### src/rtl/jam_cost_server_if.sv
// Cost-table load channel between the table source and jam_cost_server.
interface jam_cost_server_if;
  logic       load_valid;
  logic [6:0] load_data;
  logic       load_ready;
  logic       load_done;

  modport master (output load_valid, load_data, input load_ready, load_done);
  modport slave  (input load_valid, load_data, output load_ready, load_done);
endinterface

### src/rtl/jam_cost_server.sv
// Serves an 8x8 cost table to an assignment engine and scores the engine's
// result against an expected minimum cost / match count, with a cycle timeout.
module jam_cost_server #(
  parameter logic [19:0] TIMEOUT = 20'hFFFFF
) (
  input  logic               CLK,
  input  logic               RST,
  jam_cost_server_if.slave   load_bus,
  input  logic [2:0]         W,
  input  logic [2:0]         J,
  output logic [6:0]         Cost,
  input  logic               Valid,
  input  logic [9:0]         MinCost,
  input  logic [3:0]         MatchCount,
  input  logic [9:0]         exp_mincost,
  input  logic [3:0]         exp_matchcount,
  output logic               res_valid,
  output logic [9:0]         res_mincost,
  output logic [3:0]         res_matchcount,
  output logic               pass,
  output logic               timeout,
  output logic [19:0]        cycles
);

  typedef enum logic [1:0] {LOAD, SERVE, DONE} state_t;

  state_t     state;
  logic [5:0] cnt;
  logic [6:0] cost_table [64];
  logic       accept;

  assign accept = (state == LOAD) && load_bus.load_valid;

  // Table storage survives reset; only an accepted load word overwrites it.
  always_ff @(posedge CLK) begin
    if (!RST && accept) begin
      cost_table[cnt] <= load_bus.load_data;
    end
  end

  always_ff @(posedge CLK) begin
    if (RST) begin
      state               <= LOAD;
      cnt                 <= 6'd0;
      load_bus.load_ready <= 1'b1;
      load_bus.load_done  <= 1'b0;
      Cost                <= 7'd0;
      res_valid           <= 1'b0;
      res_mincost         <= 10'd0;
      res_matchcount      <= 4'd0;
      pass                <= 1'b0;
      timeout             <= 1'b0;
      cycles              <= 20'd0;
    end else begin
      case (state)
        LOAD: begin
          Cost <= 7'd0;
          if (load_bus.load_valid) begin
            cnt <= cnt + 6'd1;
            if (cnt == 6'd63) begin
              state               <= SERVE;
              load_bus.load_ready <= 1'b0;
              load_bus.load_done  <= 1'b1;
            end
          end
        end
        // A result on the same edge as the timeout takes priority over the abort.
        SERVE: begin
          Cost <= cost_table[{W, J}];
          if (Valid) begin
            res_mincost    <= MinCost;
            res_matchcount <= MatchCount;
            res_valid      <= 1'b1;
            pass           <= (MinCost == exp_mincost) && (MatchCount == exp_matchcount);
            state          <= DONE;
          end else if (cycles == TIMEOUT) begin
            timeout   <= 1'b1;
            res_valid <= 1'b1;
            pass      <= 1'b0;
            state     <= DONE;
          end else if (cycles != 20'hFFFFF) begin
            cycles <= cycles + 20'd1;
          end
        end
        DONE: begin
          Cost <= cost_table[{W, J}];
        end
        default: begin
          state <= LOAD;
        end
      endcase
    end
  end

endmodule

### src/flat_wrapper.sv
// flat-port wrapper written by rule: the top's interface ports become plain ports
module jam_cost_server_flat 
#(
  parameter logic [19:0] TIMEOUT = 20'hFFFFF
)
  (CLK, RST, W, J, Cost, Valid, MinCost, MatchCount, exp_mincost, exp_matchcount, res_valid, res_mincost, res_matchcount, pass, timeout, cycles, load_bus_load_valid, load_bus_load_data, load_bus_load_ready, load_bus_load_done);
  jam_cost_server_if load_bus_i ();
  input  logic CLK;
  input  logic RST;
  input  logic [2:0] W;
  input  logic [2:0] J;
  output logic [6:0] Cost;
  input  logic Valid;
  input  logic [9:0] MinCost;
  input  logic [3:0] MatchCount;
  input  logic [9:0] exp_mincost;
  input  logic [3:0] exp_matchcount;
  output logic res_valid;
  output logic [9:0] res_mincost;
  output logic [3:0] res_matchcount;
  output logic pass;
  output logic timeout;
  output logic [19:0] cycles;
  input wire logic [$bits(load_bus_i.load_valid)-1:0] load_bus_load_valid;
  input wire logic [$bits(load_bus_i.load_data)-1:0] load_bus_load_data;
  output wire logic [$bits(load_bus_i.load_ready)-1:0] load_bus_load_ready;
  output wire logic [$bits(load_bus_i.load_done)-1:0] load_bus_load_done;
  assign load_bus_i.load_valid = load_bus_load_valid;
  assign load_bus_i.load_data = load_bus_load_data;
  assign load_bus_load_ready = load_bus_i.load_ready;
  assign load_bus_load_done = load_bus_i.load_done;
  jam_cost_server #(.TIMEOUT(TIMEOUT)) u_core (.CLK(CLK), .RST(RST), .load_bus(load_bus_i), .W(W), .J(J), .Cost(Cost), .Valid(Valid), .MinCost(MinCost), .MatchCount(MatchCount), .exp_mincost(exp_mincost), .exp_matchcount(exp_matchcount), .res_valid(res_valid), .res_mincost(res_mincost), .res_matchcount(res_matchcount), .pass(pass), .timeout(timeout), .cycles(cycles));
endmodule
### config.mk
export PLATFORM = sky130hd
export DESIGN_NAME = jam_cost_server_flat
export DESIGN_NICKNAME = d
export VERILOG_FILES = /design/src/rtl/jam_cost_server_if.sv /design/src/rtl/jam_cost_server.sv /design/src/flat_wrapper.sv
export SDC_FILE = /design/constraint.sdc
export NUM_CORES = 1
export LEC_CHECK = 0
export ABC_AREA = 1
export BUFFER_PORTS_ARGS = -buffer_cell sky130_fd_sc_hd__buf_4
export CAP_MARGIN = 40
export CORE_UTILIZATION = 25
export DETAILED_ROUTE_END_ITERATION = 6
export GPL_ROUTABILITY_DRIVEN = 0
export SYNTH_ARGS = -nofsm -noshare
export SYNTH_HDL_FRONTEND = slang
export SYNTH_SLANG_ARGS = --single-unit
### constraint.sdc
create_clock -name CLK -period 6.44 [get_ports CLK]
set_clock_uncertainty 0.2 [all_clocks]
set_input_delay 0.966 -clock CLK [delete_from_list [all_inputs] [get_ports CLK]]
set_output_delay 0.966 -clock CLK [all_outputs]
set_load 0.03 [all_outputs]
==> flow_summary_export.csv, run 1 <==
group,metric,value,unit
run_status,outcome,"complete, no violations",
power_and_ir_drop,pwr-share-comb,6.0,%
synth,seq_area_frac_synth,68.7,%
synth,synth_top_area_share,63.5,%
die,die_area,0.0858,mm2
synth,avgSynthCellArea,10.8,um2
die,die_h,293,um
power_and_ir_drop,sequentialPowerShare,49.2,%
synth,syn_area,0.0212,mm2
routing,drtAntennaViolNets,0,
cells_and_area,post-route-util,29.4,%
routing,routed_via_density,4.54,
hold_path,hold_path_depth,2,
routing,totalWireLength,55600,um
sta,hold_viol_final,0,
die,rows,106,
synth,synth-adder-area-share,0.473,%
power_and_ir_drop,power.density,295,mW/mm2
sta,whs,0.250,ns
synth,synth_cells,1964,
grt,grt_max_degree,99,
die,num_io_pins,91,
sta,slew_violations,0,
sta,fin_crit,3.59,ns
power_and_ir_drop,p_int,5.67,mW
sta,fin_crit_sh,55.8,%
cts,ctsLongestPathBuffers,3,
critical_path,critPathRequiredTime,6.78,ns
cts,cts_root_buf,"clkbuf_16",
hold_path,hp-class,"register to register",
power_and_ir_drop,power,7.27,mW
cts,ctsResizeCount,0,
placed_design,placedCellCount,3093,
sta,slew_headroom,43.0,%
critical_path,timing.rr.start,"u_core.state[0]$_SDFFE_PP0P_",
routing,first_pass_iters,5,
power_and_ir_drop,sw_frac_of_total,21.9,%
cts,clk_pin_slew,0.06,ns
critical_path,path_max_fanout,56,
synth,synth_mux_area_share,0,%
cts,numCtsBuffers,53,
run,drv_cap,0,
hold_path,whs_endpoint,"u_core.load_bus.load_ready$_SDFFE_PP1P_",
cells_and_area,fillers,8594,
cells_and_area,drive_gt1_share,9.57,%
sta,worst_pin_slew,0.855,ns
power_and_ir_drop,ir_drop,0.211,mV
synth,yosysWarnings,0,
critical_path,cp-start-kind,"input pin",
critical_path,worstPathArrival,3.93,ns
cells_and_area,diodes,0,
power_and_ir_drop,switchingPower,1.59,mW
synth,synth_cell_type_count,33,
placed_design,preCtsSetupSlack,2.23,ns
placed_design,placed_area,0.0227,mm2
grt,grtUsageTotal,12.8,%
routing,drt_iter0_drc,1343,
die,core_area,0.0837,mm2
synth,synthXorXnorAreaFrac,0.786,%
synth,synth-compound-area-share,1.83,%
sta,fmax,0.278,GHz
hold_path,min_from,"u_core.load_bus.load_ready$_SDFFE_PP1P_",
power_and_ir_drop,power.leakage,8.69,nW
critical_path,cpMaxStageDelayCell,"clkinv_2",
cells_and_area,final_cell_count_no_fill,3192,
cells_and_area,area_growth_syn_to_layout,16.2,%
sta,timing.final.ws_setup,2.85,ns
cts,htree_levels,2,
placed_design,portBuffers,90,
cts,insertion_delay,0.59,ns
critical_path,crit_path_max_incr_delay,0.60,ns
grt,globalRouteOverflowTotal,0,
critical_path,r2r_setup_slack,3.43,ns
synth,synth_top_family_by_area,"simple AND/OR/NAND/NOR gates",
synth,syn_nets,2017,
cells_and_area,fin_nets,2067,
critical_path,path_cells,"buf_4 -> clkinv_2 -> buf_4 -> buf_16 -> nand3_1 -> nand3_1 -> nand2_1 -> nand2_1 -> nand3_1 -> nand3_1 -> nand2_1 -> nand2_1 -> a21oi_2",
routing,vias,14500,
die,die-width,293,um
cts,cts_sinks,502,
cells_and_area,fin_area,0.0246,mm2
power_and_ir_drop,p_clk_share,44.7,%
synth,synth_seq_cells,502,
synth,synthTopCellsByArea,"edfxtp_1 64%, nand2_1 12%, nand3_1 9.2%",
critical_path,endpoint_kind,"register",
routing,drc,0,
cts,cts_tree,"built",
sta,rsz0062_at_grt,"false",
cts,cts_setup_buffers,0,
critical_path,rr_worst_depth,8,
sta,setup_viol,0,
placed_design,hpwl,33000,um
grt,grt_pass1_vias,13900,
critical_path,path_class,"input pin to register",
routing,wl_per_cell,17.4,um
grt,grt_pass1_wl,84700,um
synth,yosysTopAreaCell,"edfxtp_1",
synth,synth-simple-area-share,23.9,%
critical_path,r2r_end,"u_core.cost_table[63][3]$_DFFE_PP_",
cts,hold_buffers,0,
die,initial_utilization,25.3,%
sta,finalSetupTns,0,ns
grt,grt_antenna_before_repair,1,
## cells by family (layout without fill, tap and decap cells)
| kind of cell | after synthesis | after routing |
|---|---|---|
| AND/OR/NAND/NOR | 1193 | 1193 |
| flip-flops | 502 | 502 |
| AO/OA/AOI/OAI | 74 | 74 |
| XOR/XNOR | 19 | 19 |
| adder cells (fa/ha/maj) | 8 | 8 |
| buffers and inverters | 168 | 262 |
## registers in the layout, indices dropped and copies added (netlist names)
register	count
u_core.cnt	6
u_core.pass	1
u_core.cycles	20
u_core.res_valid	1
u_core.res_mincost	10
u_core.cost_table	448
u_core.load_bus.load_ready	1
u_core.load_bus.load_done	1
u_core.timeout	1
u_core.Cost	7
u_core.state	2
u_core.res_matchcount	4
## cells in the mapped netlist
cell / number
xor2_1: 9
inv_1: 56
buf_6: 21
clkbuf_1: 19
nor2_1: 104
nor3_2: 3
nor3_1: 19
nor2_2: 3
clkinv_2: 1
nor3b_1: 1
nand3b_1: 1
o21ai_0: 25
a2111oi_0: 1
dfxtp_1: 54
nand3_1: 389
inv_2: 3
edfxtp_1: 448
ha_1: 8
o22ai_1: 1
nor4_1: 3
o21ai_1: 6
a21oi_2: 2
a21oi_1: 37
o21a_1: 2
xnor2_1: 10
buf_4: 18
clkinv_4: 1
buf_1: 7
nand2_1: 661
buf_2: 41
nand3_2: 1
buf_8: 1
nand4_1: 8
## metal layers
layer	part of all wire (%)	track usage [%]
met5	0.023	0
met4	2.9	4.37
met3	7.7	2.90
met2	45	20.3
met1	44	17.2
## power groups by stage
stage / Sequential, mW / Clock [mW] / Combinational, mW
floorplan: 3.66 / 0 / 0.249
detailed placement: 3.65 / 0 / 0.439
CTS: 3.58 / 3.29 / 0.440
finish: 3.58 / 3.25 / 0.438
global placement: 3.65 / 0 / 0.434
global route: 3.58 / 3.42 / 0.481
## layout by cell type, fill, tap and decap left out
cell type / netlist / final
nor3_1: 19 / 19
nor3b_1: 1 / 1
buf_4: 18 / 97
buf_12: 0 / 1
nor4_1: 3 / 3
a21oi_2: 2 / 2
nand3_1: 389 / 389
inv_2: 3 / 4
a2111oi_0: 1 / 1
clkinvlp_4: 0 / 1
inv_6: 0 / 1
nor2_2: 3 / 3
xnor2_1: 10 / 10
clkbuf_8: 0 / 3
dfxtp_1: 54 / 54
nand3b_1: 1 / 1
clkinv_1: 0 / 10
nor2_1: 104 / 104
clkbuf_1: 19 / 10
buf_16: 0 / 3
nor3_2: 3 / 3
clkinv_2: 1 / 10
edfxtp_1: 448 / 448
o21ai_1: 6 / 6
clkbuf_16: 0 / 55
nand3_2: 1 / 1
o21ai_0: 25 / 25
buf_6: 21 / 1
bufinv_16: 0 / 10
clkinv_4: 1 / 2
o21a_1: 2 / 2
a21oi_1: 37 / 37
nand4_1: 8 / 8
ha_1: 8 / 8
inv_1: 56 / 54
xor2_1: 9 / 9
nand2_1: 661 / 661
o22ai_1: 1 / 1
## worst max-delay path: cells and delay by family
family | cells | cell delay, ns
simple gates | 8 | 0.88
buf+inv | 4 | 1.86
compound gates | 1 | 0.14
## worst max path at each step
stage                                         endpoint  depth (start not counted)  from  slack (ns)
floorplan           u_core.cost_table[56][0]$_DFFE_PP_                          4   RST        3.76
global placement           u_core.Cost[5]$_SDFFE_PP0P_                         12  J[1]        2.22
detailed placement         u_core.Cost[5]$_SDFFE_PP0P_                         13  J[1]        2.23
CTS                        u_core.Cost[5]$_SDFFE_PP0P_                         13  J[1]        2.88
global route               u_core.Cost[5]$_SDFFE_PP0P_                         13  J[1]        2.65
finish                     u_core.Cost[5]$_SDFFE_PP0P_                         13  J[1]        2.85
## cell type report
type                    count  area, um2  share of cell area (%)
flip-flops and latches    502      14500                    59.1
multi-input cells        1294       5710                    23.2
clock buffers              68       1460                    5.92
well taps                1134       1420                    5.77
repair buffers            102        842                    3.42
clock inverters            31        403                    1.64
inverters                  61        236                   0.961
(Power assumes the default switching activity.)
==> inputs of run 2 (changes only) <==
- clock period: 6.44 -> 3.2 ns (I/O delays scaled with it)
==> flow_summary_export.csv, run 2 (synthesized netlist as in run 1, its figures left out) <==
group,metric,value,unit
cts,cts_root_buf,"clkbuf_16",
routing,totalWireLength,54500,um
die,die-width,293,um
hold_path,min_from,"Valid",
grt,grt_max_degree,147,
critical_path,cp-start-kind,"register",
cells_and_area,fin_nets,2136,
cells_and_area,top_regs,"u_core.cost_table (448), u_core.cycles (20), u_core.res_mincost (10)",
cts,insertion_delay,0.61,ns
routing,drtAntennaViolNets,0,
critical_path,r2r_end,"u_core.cost_table[20][2]$_DFFE_PP_",
critical_path,timing.rr.start,"u_core.state[1]$_SDFFE_PP0P_",
critical_path,worstPathArrival,2.92,ns
sta,finalSetupTns,0,ns
grt,grt_pass1_wl,83000,um
grt,grt_antenna_before_repair,2,
sta,fin_crit,2.92,ns
cells_and_area,area_growth_syn_to_layout,18.2,%
sta,worst_pin_slew,0.884,ns
cts,ctsLongestPathBuffers,3,
cells_and_area,multiInputGateArea,0.00571,mm2
sta,hold_viol_final,0,
die,core_area,0.0837,mm2
cells_and_area,final_common_cell,"nand2_1",
cells_and_area,final_cell_mix,"661 x nand2_1, 448 x edfxtp_1, 389 x nand3_1, 147 x buf_4, 104 x nor2_1",
cells_and_area,fillers,8564,
routing,wl_per_cell,16.7,um
cells_and_area,post-route-util,29.9,%
die,num_io_pins,91,
cts,clk_pin_slew,0.06,ns
power_and_ir_drop,power.leakage,8.96,nW
critical_path,r2r_setup_slack,0.28,ns
routing,drc,0,
routing,first_pass_iters,5,
run_status,outcome,"complete, no violations",
power_and_ir_drop,ir_drop,0.352,mV
hold_path,hold_path_depth,3,
hold_path,hp-class,"input pin to register",
grt,globalRouteOverflowTotal,0,
cells_and_area,diodes,0,
grt,grt_pass1_vias,14000,
cts,cts_tree,"built",
placed_design,portBuffers,90,
sta,slew_headroom,40.9,%
critical_path,endpoint_kind,"register",
power_and_ir_drop,power.density,560,mW/mm2
die,die_area,0.0858,mm2
routing,vias,14400,
routing,drt_iter0_drc,1252,
critical_path,path_class,"register to register",
cells_and_area,regArea,0.0145,mm2
cells_and_area,drive_gt1_share,12.0,%
cells_and_area,largest_reg_flops,448,
hold_path,whs_endpoint,"u_core.res_valid$_SDFFE_PP0P_",
die,die_h,293,um
critical_path,path_max_fanout,10,
critical_path,rr_worst_depth,6,
sta,fmax,0.343,GHz
cts,htree_levels,2,
run,drv_cap,0,
cts,numCtsBuffers,52,
critical_path,critPathRequiredTime,3.21,ns
die,initial_utilization,25.3,%
sta,slew_violations,0,
sta,rsz0062_at_grt,"false",
sta,fin_crit_sh,91.1,%
critical_path,startpoint,"u_core.state[1]$_SDFFE_PP0P_",
routing,routed_via_density,4.42,
cells_and_area,regMostFlops,"u_core.cost_table",
sta,setup_viol,0,
placed_design,hpwl,32900,um
die,rows,106,
cts,cts_sinks,502,
grt,grtUsageTotal,12.5,%
## run 2: cell count changes in the layout (fill, tap and decap cells not counted)
| cell | change |
|---|---|
| clkinv_4 | +1 |
| clkinvlp_4 | +4 |
| clkinv_2 | +5 |
| inv_6 | -1 |
| clkbuf_8 | +1 |
| buf_4 | +50 |
| bufinv_16 | -8 |
| clkinv_1 | -5 |
| clkbuf_1 | +2 |
| dlygate4sd3_1 | +14 |
| buf_12 | +9 |
| buf_16 | -3 |
| clkinv_8 | +1 |
| clkbuf_16 | -1 |
## run 2: worst max-delay path: stages (launching register included)
cell     delay, ns
dfxtp_1       0.33
inv_1         0.14
ha_1          0.24
nand2_1       0.16
nor2_2        0.37
nand2_1       0.44
nor2_1        0.65
## run 2: cell type report
type | count | share of cell area (%)
sequential | 502 | 58.1
inverter | 61 | 0.945
timing repair buffer | 172 | 5.82
tap | 1134 | 5.67
multi-input combinational | 1294 | 22.8
clock inverter | 28 | 0.860
clock buffer | 70 | 5.80
## run 2: per-stage QoR
stage	hold slack (ns)	instances	power [mW]	instance area, um2	setup WS, ns
after CTS	0.0108	3261	14.1	25000	0.285
after global placement	0.236	3149	8.24	23200	0.426
final	0.0457	3261	14.0	25000	0.283
after global routing	0.0490	3261	14.4	25000	0.0892
after detailed placement	0.244	3149	8.25	23200	0.329
after floorplan	0.300	1964	7.87	21200	0.967
## run 2: how the worst max path moves through the flow
stage                                    endpoint  cells after the start  slack (ns)
3_5_place_dp   u_core.cost_table[20][2]$_DFFE_PP_                      6        0.33
6_report       u_core.cost_table[20][2]$_DFFE_PP_                      6        0.28
4_1_cts        u_core.cost_table[20][2]$_DFFE_PP_                      6        0.29
5_1_grt        u_core.cost_table[20][2]$_DFFE_PP_                      6        0.09
2_1_floorplan  u_core.cost_table[56][0]$_DFFE_PP_                      6        0.97
3_3_place_gp   u_core.cost_table[53][4]$_DFFE_PP_                      6        0.43
## run 2: power by group
| group | internal [mW] | switching (mW) |
|---|---|---|
| Clock | 3.35 | 2.53 |
| Sequential | 7.18 | 0.0262 |
| Combinational | 0.273 | 0.648 |
| Total | 10.8 | 3.21 |
## run 2: metal layers
layer  global-route usage (%)  share of wire [%]  routed length [um]
met5                        0              0.039                  21
met4                     4.44                2.7                1460
met3                     2.72                7.8                4260
met2                     20.2                 46               24900
met1                     16.6                 44               23800
## run 2: what timing repair did
item	CTS	global route
endpoints found under the setup margin	0	0
hold buffers	14	0
endpoints found under the hold margin	14	0
buffers inserted	0	0
gates resized for setup	0	0
